`config.mk`:
```
export PLATFORM = sky130hd
export DESIGN_NAME = button_event_decoder_flat
export DESIGN_NICKNAME = d
export VERILOG_FILES = /design/src/rtl/button_event_decoder_pkg.sv /design/src/rtl/button_event_decoder_if.sv /design/src/rtl/button_event_decoder.sv /design/src/flat_wrapper.sv
export SDC_FILE = /design/constraint.sdc
export NUM_CORES = 1
export LEC_CHECK = 0
export ABC_AREA = 0
export CORE_MARGIN = 8
export CORE_UTILIZATION = 35
export CTS_BUF_LIST = sky130_fd_sc_hd__clkbuf_16
export DETAILED_ROUTE_END_ITERATION = 16
export RECOVER_POWER = 100
export SLEW_MARGIN = 0
export SYNTH_ARGS = -nofsm -noshare
export SYNTH_HDL_FRONTEND = slang
export SYNTH_SLANG_ARGS = --single-unit
```
`constraint.sdc`:
```
create_clock -name clk -period 3.05 [get_ports clk]
set_input_delay 0.61 -clock clk [delete_from_list [all_inputs] [get_ports clk]]
set_output_delay 0.61 -clock clk [all_outputs]
set_load 0.05 [all_outputs]
```
`src/rtl/button_event_decoder_pkg.sv`:
```
// Shared definitions for the button event decoder: the state encoding and
// the default timing constants for the 100 MHz front-panel clock.
package button_event_decoder_pkg;

    // FSM state encoding, kept as plain constants for legacy tools
    localparam logic [2:0] ST_IDLE     = 3'd0;
    localparam logic [2:0] ST_PRESS1   = 3'd1;
    localparam logic [2:0] ST_WAIT2    = 3'd2;
    localparam logic [2:0] ST_WAIT_REL = 3'd3;
    localparam logic [2:0] ST_HELD     = 3'd4;

    // Board clock and the default press timings derived from it
    localparam int CLK_HZ                = 100_000_000;
    localparam int DEFAULT_LONG_CYCLES   = CLK_HZ;          // 1 s
    localparam int DEFAULT_GAP_CYCLES    = (CLK_HZ / 10) * 3; // 300 ms
    localparam int DEFAULT_REPEAT_CYCLES = CLK_HZ / 5;      // 200 ms
    localparam int DEFAULT_CNT_W         = 27;

endpackage

```
`src/rtl/button_event_decoder_if.sv`:
```
// Bundle of the debounced button level and the one-cycle event pulses.
// The decoder sits on the slave side; whoever drives the button level and
// consumes the events uses the master side.
interface button_event_decoder_if;

    logic btn_level;
    logic short_press;
    logic double_press;
    logic long_press;
    logic repeat_tick;

    modport master (
        output btn_level,
        input  short_press,
        input  double_press,
        input  long_press,
        input  repeat_tick
    );

    modport slave (
        input  btn_level,
        output short_press,
        output double_press,
        output long_press,
        output repeat_tick
    );

endinterface

```
`src/rtl/button_event_decoder.sv`:
```
// Turns a clean button level into one-cycle event pulses: short press,
// double press, long press and auto-repeat while held after a long press.
// A button still held when reset is released must be let go before it can
// start a new press, which is why the previous-level flop resets to 1.
module button_event_decoder
    import button_event_decoder_pkg::*;
#(
    parameter int LONG_CYCLES   = DEFAULT_LONG_CYCLES,
    parameter int GAP_CYCLES    = DEFAULT_GAP_CYCLES,
    parameter int REPEAT_CYCLES = DEFAULT_REPEAT_CYCLES,
    parameter int CNT_W         = DEFAULT_CNT_W
) (
    input  logic                 clk,
    input  logic                 resetn,
    button_event_decoder_if.slave bus
);

    // Terminal counts, compared before the counter could ever wrap
    localparam logic [CNT_W-1:0] LONG_LAST   = CNT_W'(LONG_CYCLES - 1);
    localparam logic [CNT_W-1:0] GAP_LAST    = CNT_W'(GAP_CYCLES - 1);
    localparam logic [CNT_W-1:0] REPEAT_LAST = CNT_W'(REPEAT_CYCLES - 1);
    localparam logic [CNT_W-1:0] CNT_ONE     = CNT_W'(1);
    localparam logic [CNT_W-1:0] CNT_ZERO    = '0;

    logic [2:0]       state_q, state_d;
    logic [CNT_W-1:0] cnt_q, cnt_d;
    logic             btn_q;
    logic             short_press_q, short_press_d;
    logic             double_press_q, double_press_d;
    logic             long_press_q, long_press_d;
    logic             repeat_tick_q, repeat_tick_d;
    logic             rise;

    assign rise = bus.btn_level & ~btn_q;

    // Next-state, counter and event-pulse decisions for the current sample
    always_comb begin
        state_d        = state_q;
        cnt_d          = cnt_q;
        short_press_d  = 1'b0;
        double_press_d = 1'b0;
        long_press_d   = 1'b0;
        repeat_tick_d  = 1'b0;

        case (state_q)
            ST_IDLE: begin
                if (rise) begin
                    state_d = ST_PRESS1;
                    cnt_d   = CNT_ONE;
                end
            end

            ST_PRESS1: begin
                if (bus.btn_level) begin
                    if (cnt_q == LONG_LAST) begin
                        long_press_d = 1'b1;
                        state_d      = ST_HELD;
                        cnt_d        = CNT_ZERO;
                    end else begin
                        cnt_d = cnt_q + CNT_ONE;
                    end
                end else begin
                    state_d = ST_WAIT2;
                    cnt_d   = CNT_ONE;
                end
            end

            ST_WAIT2: begin
                if (bus.btn_level) begin
                    double_press_d = 1'b1;
                    state_d        = ST_WAIT_REL;
                    cnt_d          = CNT_ZERO;
                end else if (cnt_q == GAP_LAST) begin
                    short_press_d = 1'b1;
                    state_d       = ST_IDLE;
                    cnt_d         = CNT_ZERO;
                end else begin
                    cnt_d = cnt_q + CNT_ONE;
                end
            end

            ST_WAIT_REL: begin
                if (!bus.btn_level) begin
                    state_d = ST_IDLE;
                    cnt_d   = CNT_ZERO;
                end
            end

            ST_HELD: begin
                if (!bus.btn_level) begin
                    state_d = ST_IDLE;
                    cnt_d   = CNT_ZERO;
                end else if (cnt_q == REPEAT_LAST) begin
                    repeat_tick_d = 1'b1;
                    cnt_d         = CNT_ZERO;
                end else begin
                    cnt_d = cnt_q + CNT_ONE;
                end
            end

            default: begin
                state_d = ST_IDLE;
                cnt_d   = CNT_ZERO;
            end
        endcase
    end

    // State, counter, previous level and registered event outputs
    always_ff @(posedge clk or negedge resetn) begin
        if (!resetn) begin
            state_q        <= ST_IDLE;
            cnt_q          <= CNT_ZERO;
            btn_q          <= 1'b1;
            short_press_q  <= 1'b0;
            double_press_q <= 1'b0;
            long_press_q   <= 1'b0;
            repeat_tick_q  <= 1'b0;
        end else begin
            state_q        <= state_d;
            cnt_q          <= cnt_d;
            btn_q          <= bus.btn_level;
            short_press_q  <= short_press_d;
            double_press_q <= double_press_d;
            long_press_q   <= long_press_d;
            repeat_tick_q  <= repeat_tick_d;
        end
    end

    assign bus.short_press  = short_press_q;
    assign bus.double_press = double_press_q;
    assign bus.long_press   = long_press_q;
    assign bus.repeat_tick  = repeat_tick_q;

endmodule

```
`src/flat_wrapper.sv`:
```
// flat-port wrapper written by rule: the top's interface ports become plain ports
module button_event_decoder_flat import button_event_decoder_pkg::*;
#(
    parameter int LONG_CYCLES   = DEFAULT_LONG_CYCLES,
    parameter int GAP_CYCLES    = DEFAULT_GAP_CYCLES,
    parameter int REPEAT_CYCLES = DEFAULT_REPEAT_CYCLES,
    parameter int CNT_W         = DEFAULT_CNT_W
)
  (clk, resetn, bus_btn_level, bus_short_press, bus_double_press, bus_long_press, bus_repeat_tick);
  button_event_decoder_if bus_i ();
  input  logic clk;
  input  logic resetn;
  input wire logic [$bits(bus_i.btn_level)-1:0] bus_btn_level;
  output wire logic [$bits(bus_i.short_press)-1:0] bus_short_press;
  output wire logic [$bits(bus_i.double_press)-1:0] bus_double_press;
  output wire logic [$bits(bus_i.long_press)-1:0] bus_long_press;
  output wire logic [$bits(bus_i.repeat_tick)-1:0] bus_repeat_tick;
  assign bus_i.btn_level = bus_btn_level;
  assign bus_short_press = bus_i.short_press;
  assign bus_double_press = bus_i.double_press;
  assign bus_long_press = bus_i.long_press;
  assign bus_repeat_tick = bus_i.repeat_tick;
  button_event_decoder #(.LONG_CYCLES(LONG_CYCLES), .GAP_CYCLES(GAP_CYCLES), .REPEAT_CYCLES(REPEAT_CYCLES), .CNT_W(CNT_W)) u_core (.clk(clk), .resetn(resetn), .bus(bus_i));
endmodule
```
==> results.sh, run 1 <==
export IMPL_status="finished, violations left"
export IMPL_violations="capacitance limit, slew limit"
export IMPL_fmax_mhz=352.5
export IMPL_finalSetupTns_ns=0
export IMPL_cts_root_buffer="clkbuf_16"
export IMPL_instances_no_fill=333
export IMPL_cts_sinks=35
export IMPL_fin_nets=261
export IMPL_yosys_cell_types_count=43
export IMPL_cts_tree="built"
export IMPL_layout_min_cycle_time_ns=2.837
export IMPL_vias=1957
export IMPL_grt_pass1_vias=1925
export IMPL_fin_worst_skew_ns=0.008748
export IMPL_critPathKind="flop to flop"
export IMPL_cts_setup_buffers=0
export IMPL_syn_to_final_growth_pct=15.17
export IMPL_wl_per_cell_um=16.41
export IMPL_drcViolationCount=0
export IMPL_hold_buffers=0
export IMPL_portBuffers=6
export IMPL_gp_congestion=0.7920
export IMPL_dp_hpwl_um=3720
export IMPL_tightest_slew_ns=1.902
export IMPL_antenna_found_initial=0
export IMPL_cp_max_fo=18
export IMPL_drive_above_1_share=0.08527
export IMPL_fin_util=0.4155
export IMPL_dieArea_um2=8858
export IMPL_track_usage=0.1341
export IMPL_cts_repair_resized=0
export IMPL_final_setup_viol_count=0
export IMPL_ant_nets=0
export IMPL_die_width_um=94.12
export IMPL_cp_data_arrival_time_ns=2.97
export IMPL_place_inst=325
export IMPL_slew_headroom=-0.2680
export IMPL_crit_required_ns=3.18
export IMPL_insertion_delay_ns=0.28
export IMPL_p_leak_nw=0.9420
export IMPL_fin_crit_sh=0.9302
export IMPL_hold_violations=0
export IMPL_diodes=0
export IMPL_holdWs_ns=0.5578
export IMPL_synthSimpleGateAreaFrac=0.3058
export IMPL_initial_core_util=0.3607
export IMPL_wl_um=5464
export IMPL_synth_seq_cells=35
export IMPL_nFillCells=605
export IMPL_syn_area_um2=2136
export IMPL_core_um2=5921
export IMPL_numCtsBuffers=5
export IMPL_p_per_area_nw_per_um2=548.4
export IMPL_netlist_instances=246
export IMPL_synth_seq_area_share=0.4107
export IMPL_synth_mux_area_frac=0.02343
export IMPL_synth_xor_area_frac=0.008202
export IMPL_syn_avg_cell_area_um2=8.682
export IMPL_dr_first_iter_drc_count=180
export IMPL_critical_path_startpoint_type="flop"
export IMPL_min_path_type="flop to flop"
export IMPL_grt_max_degree=36
export IMPL_htreeDepth=2
export IMPL_syn_nets=250
export IMPL_finalMaxSlewViolations=36
export IMPL_grt_pass1_wl_um=9508
export IMPL_yosys_area_share_adder=0.005858
export IMPL_synth_compound_area_frac=0.2086
export IMPL_end_kind="flop"
export IMPL_synthArstFlopShare=1.000
export IMPL_maxCapViolCount=1
export IMPL_peakVddDrop_v=0.0002500
export IMPL_clkTransAtPathRegs_ns=0.05
export IMPL_vias_per_cell=5.877
export IMPL_grt_overflow_total=0
export IMPL_die_h_um=94.12
export IMPL_placementRows=28
export IMPL_rsz0062_at_grt="false"
export IMPL_clockBufferDepth=2
export IMPL_ys_flop_type="dfrtp_1"
export IMPL_ioPinCount=7
export IMPL_synth_top_family_by_area="simple AND/OR/NAND/NOR gates"
export IMPL_drt_pass1_iter_count=4
export IMPL_ys_warn_count=0
export IMPL_synth_edff_count=0
==> state kept, by name, indices dropped and copies added (netlist names) <==
register and flops:
u_core.state_q 3, u_core.bus.short_press 1, u_core.btn_q 1, u_core.cnt_q 27, u_core.bus.double_press 1, u_core.bus.repeat_tick 1, u_core.bus.long_press 1
==> critical path, cell delays in order (launching register included) <==
cell	delay, ns
dfrtp_1	0.46
ha_1	0.27
nand4_1	0.30
nor4_1	0.53
a21boi_1	0.13
buf_4	0.23
nor3_2	0.56
o21ai_0	0.20
==> layout by cell type, fill, tap and decap left out, types with 9 or more instances in the layout <==
cell     count
o31ai_1     12
inv_1        9
nand3_1     13
a21oi_1      9
nor3_1      17
dfrtp_1     34
nor2_1      16
nor4_1      11
nand2_1     20
o21ai_0     23
==> path summary, 6_finish.rpt <==
check | slack, ns | end | start | cells past startpoint
worst min-delay path | 0.56 | u_core.cnt_q[3]$_DFFE_PN0P_ | u_core.cnt_q[3]$_DFFE_PN0P_ | 1
worst max register to register | 0.21 | u_core.cnt_q[15]$_DFFE_PN0P_ | u_core.cnt_q[0]$_DFFE_PN0P_ | 7
min in group asynchronous | 0.85 | u_core.cnt_q[14]$_DFFE_PN0P_ | resetn | 1
worst min register to register | 0.56 | u_core.cnt_q[3]$_DFFE_PN0P_ | u_core.cnt_q[3]$_DFFE_PN0P_ | 1
max in group asynchronous | 1.10 | u_core.cnt_q[25]$_DFFE_PN0P_ | resetn | 1
worst max-delay path | 0.21 | u_core.cnt_q[15]$_DFFE_PN0P_ | u_core.cnt_q[0]$_DFFE_PN0P_ | 7
==> synth_stat cells, types with 5 or more instances <==
master	n	area (um^2)
o31ai_1	12	90.09
nor2_1	16	60.06
nand2b_1	5	31.28
nor3_1	17	85.08
dfrtp_1	34	850.8
o21ai_0	23	115.1
o311ai_0	5	43.79
or3_1	8	50.05
nand4_1	5	31.28
clkbuf_1	10	37.54
mux2i_1	5	50.05
inv_1	7	26.28
nand2_1	20	75.07
a21oi_1	8	40.04
o22ai_1	5	31.28
nor4_1	11	68.82
nand3_1	13	65.06
==> cells by family (layout without fill, tap and decap cells) <==
kind of cell	count (synthesis)	after routing
compound gates	68	68
mux	5	5
buf+inv	19	31
fa+ha+maj	1	1
flops	35	35
simple gates	116	116
xor+xnor	2	2
==> cell type report <==
type	count	area, um^2	share of cell area
clock buffers	5	125.1	0.05086
well taps	75	93.84	0.03815
clock inverters	3	37.54	0.01526
flip-flops and latches	35	877.1	0.3566
repair buffers	16	133.9	0.05443
inverters	7	26.28	0.01068
multi-input cells	192	1166	0.4741
==> routing by layer <==
metal / GRT usage / routed length, um / part of all wire
met4: 0.05812 / 89 / 0.016
met1: 0.1771 / 2724 / 0.50
met5: 0 / 0 / 0
met3: 0.02878 / 203 / 0.037
met2: 0.2048 / 2447 / 0.45
==> power by group <==
group	internal (mW)	switching [mW]
Clock	0.379	0.190
Combinational	0.0820	0.166
Sequential	0.489	0.0426
Total	0.950	0.399
==> per-stage QoR <==
stage               setup slack [ns]  total power, mW  area, um^2
detailed placement           0.03045           0.7926        2318
floorplan                     0.7005           0.7027        2136
global route                 0.05042            1.413        2460
finish                        0.2129            1.349        2460
CTS                           0.2406            1.366        2481
global placement              0.1429           0.7876        2318
Power figures use the tool's default switching activity.
==> run 2: changes to the inputs <==
--- a/config.mk
+++ b/config.mk
@@ -10,6 +10,7 @@
 export CORE_UTILIZATION = 35
 export CTS_BUF_LIST = sky130_fd_sc_hd__clkbuf_16
 export DETAILED_ROUTE_END_ITERATION = 16
+export MAX_ROUTING_LAYER = met4
 export RECOVER_POWER = 100
 export SLEW_MARGIN = 0
 export SYNTH_ARGS = -nofsm -noshare
==> run 2 against run 1 <==
  * The flow still finishes with violations (capacitance limit, slew limit)
  * Final cell count stayed put
  * Sequential share of layout area stayed put
  * Clock power hardly changed
  * Register-to-register slack better by 0.02 ns
  * Critical path depth is 1 higher
  * Global-route usage is 0.39 points higher
  * Fmax is 0.70% higher
  * Critical path type unchanged
==> results.sh, run 2 (synthesis results as in run 1) <==
export IMPL_status="finished, violations left"
export IMPL_violations="capacitance limit, slew limit"
export IMPL_holdWs_ns=0.5575
export IMPL_crit_required_ns=3.19
export IMPL_die_width_um=94.12
export IMPL_drt_pass1_iter_count=4
export IMPL_cp_data_arrival_time_ns=2.96
export IMPL_busiest_layer="met2"
export IMPL_holdPathEnd="u_core.cnt_q[3]$_DFFE_PN0P_"
export IMPL_dr_first_iter_drc_count=130
export IMPL_drive_above_1_share=0.08527
export IMPL_fin_crit_sh=0.9237
export IMPL_placementRows=28
export IMPL_die_h_um=94.12
export IMPL_grt_use_met2=0.2054
export IMPL_fmax_mhz=355.0
export IMPL_reg2reg_from="u_core.cnt_q[0]$_DFFE_PN0P_"
export IMPL_vias_per_cell=5.859
export IMPL_core_um2=5921
export IMPL_finalSetupTns_ns=0
export IMPL_r2r_slack_ns=0.23
export IMPL_startpoint="u_core.cnt_q[0]$_DFFE_PN0P_"
export IMPL_p_leak_nw=0.9420
export IMPL_crit_top_cell="buf_4"
export IMPL_ff2ff_path_depth=8
export IMPL_dpl_cell_area_um2=2318
export IMPL_gp_congestion=0.8032
export IMPL_diodes=0
export IMPL_critPathKind="flop to flop"
export IMPL_hold_path_depth=1
export IMPL_p_per_area_nw_per_um2=547.9
export IMPL_dp_hpwl_um=3720
export IMPL_worstHoldStart="u_core.cnt_q[3]$_DFFE_PN0P_"
export IMPL_end_kind="flop"
export IMPL_largest_register="u_core.cnt_q"
export IMPL_worstReg2RegEnd="u_core.cnt_q[13]$_DFFE_PN0P_"
export IMPL_peakVddDrop_v=0.0002483
export IMPL_min_path_type="flop to flop"
export IMPL_slew_headroom=-0.2769
export IMPL_final_setup_viol_count=0
export IMPL_portBuffers=6
export IMPL_tightest_slew_ns=1.915
export IMPL_use_met1=0.1767
export IMPL_dieArea_um2=8858
export IMPL_finalInstanceArea_um2=2460
export IMPL_ioPinCount=7
export IMPL_drcViolationCount=0
export IMPL_grt_overflow_total=0
export IMPL_instances_no_fill=333
export IMPL_fin_nets=261
export IMPL_grt_pass1_vias=1926
export IMPL_layout_commonest_cell="dfrtp_1"
export IMPL_clkTransAtPathRegs_ns=0.05
export IMPL_maxCapViolCount=1
export IMPL_largest_registers="u_core.cnt_q x27, u_core.state_q x3"
export IMPL_place_inst=325
export IMPL_clockBufferDepth=2
export IMPL_insertion_delay_ns=0.28
export IMPL_nFillCells=605
export IMPL_grt_max_degree=36
export IMPL_htreeDepth=2
export IMPL_vias=1951
export IMPL_critPathTopFamily="simple AND/OR/NAND/NOR gates"
export IMPL_rsz0062_at_grt="false"
export IMPL_final_cell_mix="dfrtp_1 (34), o21ai_0 (23), nand2_1 (20)"
export IMPL_cp_num_buf_inv=2
export IMPL_cts_repair_resized=0
export IMPL_crit_slowest_cell="nor4_1"
export IMPL_cp_max_fo=18
export IMPL_critical_path_startpoint_type="flop"
export IMPL_cts_tree="built"
export IMPL_numCtsBuffers=5
export IMPL_largest_reg_flops=27
export IMPL_initial_core_util=0.3607
export IMPL_wl_per_cell_um=16.32
export IMPL_power_total_mw=1.348
export IMPL_cts_root_buffer="clkbuf_16"
export IMPL_worst_path_largest_cell_delay_ns=0.53
export IMPL_cts_setup_buffers=0
export IMPL_syn_to_final_growth_pct=15.17
export IMPL_ant_nets=0
export IMPL_track_usage=0.1379
export IMPL_cp_cell_sequence="ha_1 -> nand4_1 -> nor4_1 -> a21boi_1 -> buf_4 -> nor4_2 -> buf_4 -> o21ai_0"
export IMPL_hold_buffers=0
export IMPL_fin_worst_skew_ns=0.008491
export IMPL_wl_um=5436
export IMPL_grt_pass1_wl_um=9522
export IMPL_antenna_found_initial=0
export IMPL_cts_sinks=35
export IMPL_use_met3=0.02878
export IMPL_finalMaxSlewViolations=36
export IMPL_layout_min_cycle_time_ns=2.817
export IMPL_hold_violations=0
run 2: how the worst max path moves through the flow:
stage	cells after the start	endpoint	slack [ns]
after global routing	7	u_core.cnt_q[15]$_DFFE_PN0P_	0.05
final	8	u_core.cnt_q[13]$_DFFE_PN0P_	0.23
after global placement	7	u_core.cnt_q[7]$_DFFE_PN0P_	0.14
after detailed placement	7	u_core.cnt_q[3]$_DFFE_PN0P_	0.03
after CTS	7	u_core.cnt_q[15]$_DFFE_PN0P_	0.24
after floorplan	7	u_core.cnt_q[8]$_DFFE_PN0P_	0.70
run 2: final cells by class:
cell class	count	area (um^2)	share of cell area
tap	75	93.84	0.03815
multi-input combinational	192	1166	0.4741
inverter	7	26.28	0.01068
clock buffer	5	125.1	0.05086
sequential	35	877.1	0.3566
clock inverter	3	37.54	0.01526
timing repair buffer	16	133.9	0.05443
run 2: worst register-to-register path, delay by kind of cell (launching register included):
| family | cells | cell delay, ns |
|---|---|---|
| flip-flops | 1 | 0.46 |
| buffers and inverters | 2 | 0.53 |
| adder cells (fa/ha/maj) | 1 | 0.27 |
| AND/OR/NAND/NOR | 3 | 1.16 |
| AO/OA/AOI/OAI | 2 | 0.28 |
run 2: power breakdown:
| group | leakage (nW) | switching, mW | internal, mW |
|---|---|---|---|
| clock | 0.0864 | 0.189 | 0.379 |
| sequential | 0.479 | 0.0425 | 0.489 |
| combinational | 0.377 | 0.166 | 0.0820 |
run 2: routing by layer:
layer / vias up / routed length (um)
li1: 972 / -
met1: 927 / 2723
met2: 46 / 2412
met3: 6 / 221
met4: 0 / 79
met5: - / 0
run 2: through the flow:
stage / setup WS [ns] / utilization
floorplan: 0.7005 / -
global placement: 0.1429 / 0.3916
detailed placement: 0.03045 / 0.3916
CTS: 0.2406 / 0.4191
global route: 0.05042 / 0.4155
finish: 0.2327 / 0.4155
==> run 3: changes to the inputs <==
--- a/config.mk
+++ b/config.mk
@@ -6,6 +6,7 @@
 export NUM_CORES = 1
 export LEC_CHECK = 0
 export ABC_AREA = 0
+export CAP_MARGIN = 20
 export CORE_MARGIN = 8
 export CORE_UTILIZATION = 35
 export CTS_BUF_LIST = sky130_fd_sc_hd__clkbuf_16
==> constraint.sdc (replaced) <==
create_clock -name clk -period 3.05 [get_ports clk]
set_input_delay 0.915 -clock clk [delete_from_list [all_inputs] [get_ports clk]]
set_output_delay 0.915 -clock clk [all_outputs]
set_load 0.05 [all_outputs]
==> run 3 against run 2 <==
  * The flow still finishes with violations (capacitance limit, slew limit)
  * Sequential share of layout area increased by 0.13 points
  * Sequential cell count unchanged
  * Critical endpoint is now u_core.cnt_q[18]$_DFFE_PN0P_
  * Worst setup slack better by 0.016 ns
  * Sequential power shrank 1%
==> results.sh, run 3 (synthesis results as in run 1) <==
export IMPL_status="finished, violations left"
export IMPL_violations="capacitance limit, slew limit"
export IMPL_p_per_area_nw_per_um2=526.1
export IMPL_fin_crit_sh=0.9184
export IMPL_grt_overflow_total=0
export IMPL_slew_headroom=-0.2885
export IMPL_initial_core_util=0.3607
export IMPL_drive_above_1_share=0.08915
export IMPL_antenna_found_initial=0
export IMPL_layout_commonest_cell="dfrtp_1"
export IMPL_end_kind="flop"
export IMPL_gp_congestion=0.8115
export IMPL_nFillCells=591
export IMPL_dr_first_iter_drc_count=176
export IMPL_hold_buffers=0
export IMPL_dieArea_um2=8858
export IMPL_critical_path_startpoint_type="input port"
export IMPL_min_path_type="flop to flop"
export IMPL_p_leak_nw=0.9321
export IMPL_holdPathEnd="u_core.cnt_q[3]$_DFFE_PN0P_"
export IMPL_place_ws_ns=0.06996
export IMPL_hold_path_depth=1
export IMPL_layout_min_cycle_time_ns=2.801
export IMPL_cts_sinks=35
export IMPL_cts_tree="built"
export IMPL_insertion_delay_ns=0.28
export IMPL_wl_um=5609
export IMPL_clockBufferDepth=2
export IMPL_fin_nets=261
export IMPL_seqCellArea_um2=877.1
export IMPL_finalMaxSlewViolations=36
export IMPL_die_width_um=94.12
export IMPL_rsz0062_at_grt="false"
export IMPL_numCtsBuffers=5
export IMPL_worstHoldStart="u_core.cnt_q[3]$_DFFE_PN0P_"
export IMPL_fmax_mhz=357.0
export IMPL_hold_violations=0
export IMPL_ant_nets=0
export IMPL_cp_data_arrival_time_ns=2.99
export IMPL_clkTransAtPathRegs_ns=0.05
export IMPL_multiInputGateArea_um2=1170
export IMPL_grt_pass1_vias=1845
export IMPL_final_cell_mix="dfrtp_1 (34), o21ai_0 (23), nand2_1 (20)"
export IMPL_portBuffers=6
export IMPL_largest_registers="u_core.cnt_q x27, u_core.state_q x3"
export IMPL_reg2reg_from="u_core.cnt_q[1]$_DFFE_PN0P_"
export IMPL_die_h_um=94.12
export IMPL_largest_reg_flops=27
export IMPL_final_setup_viol_count=0
export IMPL_wl_per_cell_um=16.84
export IMPL_worstReg2RegEnd="u_core.cnt_q[24]$_DFFE_PN0P_"
export IMPL_cp_max_fo=18
export IMPL_cts_repair_resized=0
export IMPL_ioPinCount=7
export IMPL_maxCapViolCount=1
export IMPL_htreeDepth=2
export IMPL_cts_setup_buffers=0
export IMPL_syn_to_final_growth_pct=14.76
export IMPL_vias_per_cell=5.946
export IMPL_drcViolationCount=0
export IMPL_vias=1980
export IMPL_placementRows=28
export IMPL_crit_required_ns=3.24
export IMPL_r2r_slack_ns=0.28
export IMPL_track_usage=0.1412
export IMPL_dp_hpwl_um=3778
export IMPL_diodes=0
export IMPL_dpl_cell_area_um2=2331
export IMPL_finalInstanceArea_um2=2451
export IMPL_ff2ff_path_depth=8
export IMPL_cts_root_buffer="clkbuf_16"
export IMPL_finalSetupTns_ns=0
export IMPL_critPathKind="input port to flop"
export IMPL_grt_pass1_wl_um=9522
export IMPL_peakVddDrop_v=0.0002876
export IMPL_largest_register="u_core.cnt_q"
export IMPL_tightest_slew_ns=1.933
export IMPL_drt_pass1_iter_count=4
export IMPL_setup_slack_ns=0.2489
export IMPL_core_um2=5921
export IMPL_grt_max_degree=36
export IMPL_fin_worst_skew_ns=0.004251
run 3: cell types whose count changed in the layout (fill, tap and decap cells not counted), sizes merged:
cell | previous run | this run
bufinv | 1 | 0
clkinv | 0 | 2
inv | 9 | 8
run 3: layer usage:
metal  wire [um]  up-vias  global-route usage  share of wire
li1            -      963                   -              -
met1        2718      940              0.1939           0.48
met2        2430       65              0.1931           0.43
met3         329       12             0.02318          0.059
met4         131        0             0.07266          0.023
met5           0        -                   -              0
run 3: metrics by stage:
step | util | total power, mW | instances | hold WS [ns]
after floorplan | - | 0.7027 | 246 | 0.4967
after global placement | 0.3937 | 0.8254 | 325 | 0.5377
after detailed placement | 0.3937 | 0.8213 | 325 | 0.5410
after CTS | 0.4167 | 1.310 | 333 | 0.5461
after global routing | 0.4140 | 1.352 | 333 | 0.5883
final | 0.4140 | 1.290 | 333 | 0.5419
run 3: where the power goes:
| part | leakage, nW | switching [mW] | internal (mW) |
|---|---|---|---|
| Clock | 0.0701 | 0.193 | 0.294 |
| Sequential | 0.479 | 0.0346 | 0.489 |
| Combinational | 0.383 | 0.181 | 0.0985 |
run 3: how the worst max path moves through the flow:
stage,start,end,slack (ns),cells after the start
4_1_cts,u_core.cnt_q[1]$_DFFE_PN0P_,u_core.cnt_q[19]$_DFFE_PN0P_,0.30,7
3_5_place_dp,bus_btn_level,u_core.cnt_q[19]$_DFFE_PN0P_,0.07,6
5_1_grt,u_core.cnt_q[1]$_DFFE_PN0P_,u_core.cnt_q[24]$_DFFE_PN0P_,0.07,8
2_1_floorplan,u_core.cnt_q[0]$_DFFE_PN0P_,u_core.cnt_q[8]$_DFFE_PN0P_,0.70,7
3_3_place_gp,bus_btn_level,u_core.cnt_q[6]$_DFFE_PN0P_,0.15,7
6_report,bus_btn_level,u_core.cnt_q[18]$_DFFE_PN0P_,0.25,8
run 3: worst max-delay path: stages:
cell,delay [ns]
dlygate4sd3_1,0.71
nand2b_1,0.10
or3_1,0.33
a21oi_1,0.13
buf_4,0.24
nor4_2,0.08
clkbuf_1,0.22
nor3_1,0.25
run 3: final cells by class:
cell class                      count  area share
Tap cell                           75     0.03828
Inverter                            7     0.01072
Sequential cell                    35      0.3578
Clock buffer                        5     0.05105
Multi-Input combinational cell    192      0.4773
Clock inverter                      3    0.004594
Timing Repair Buffer               16     0.06023
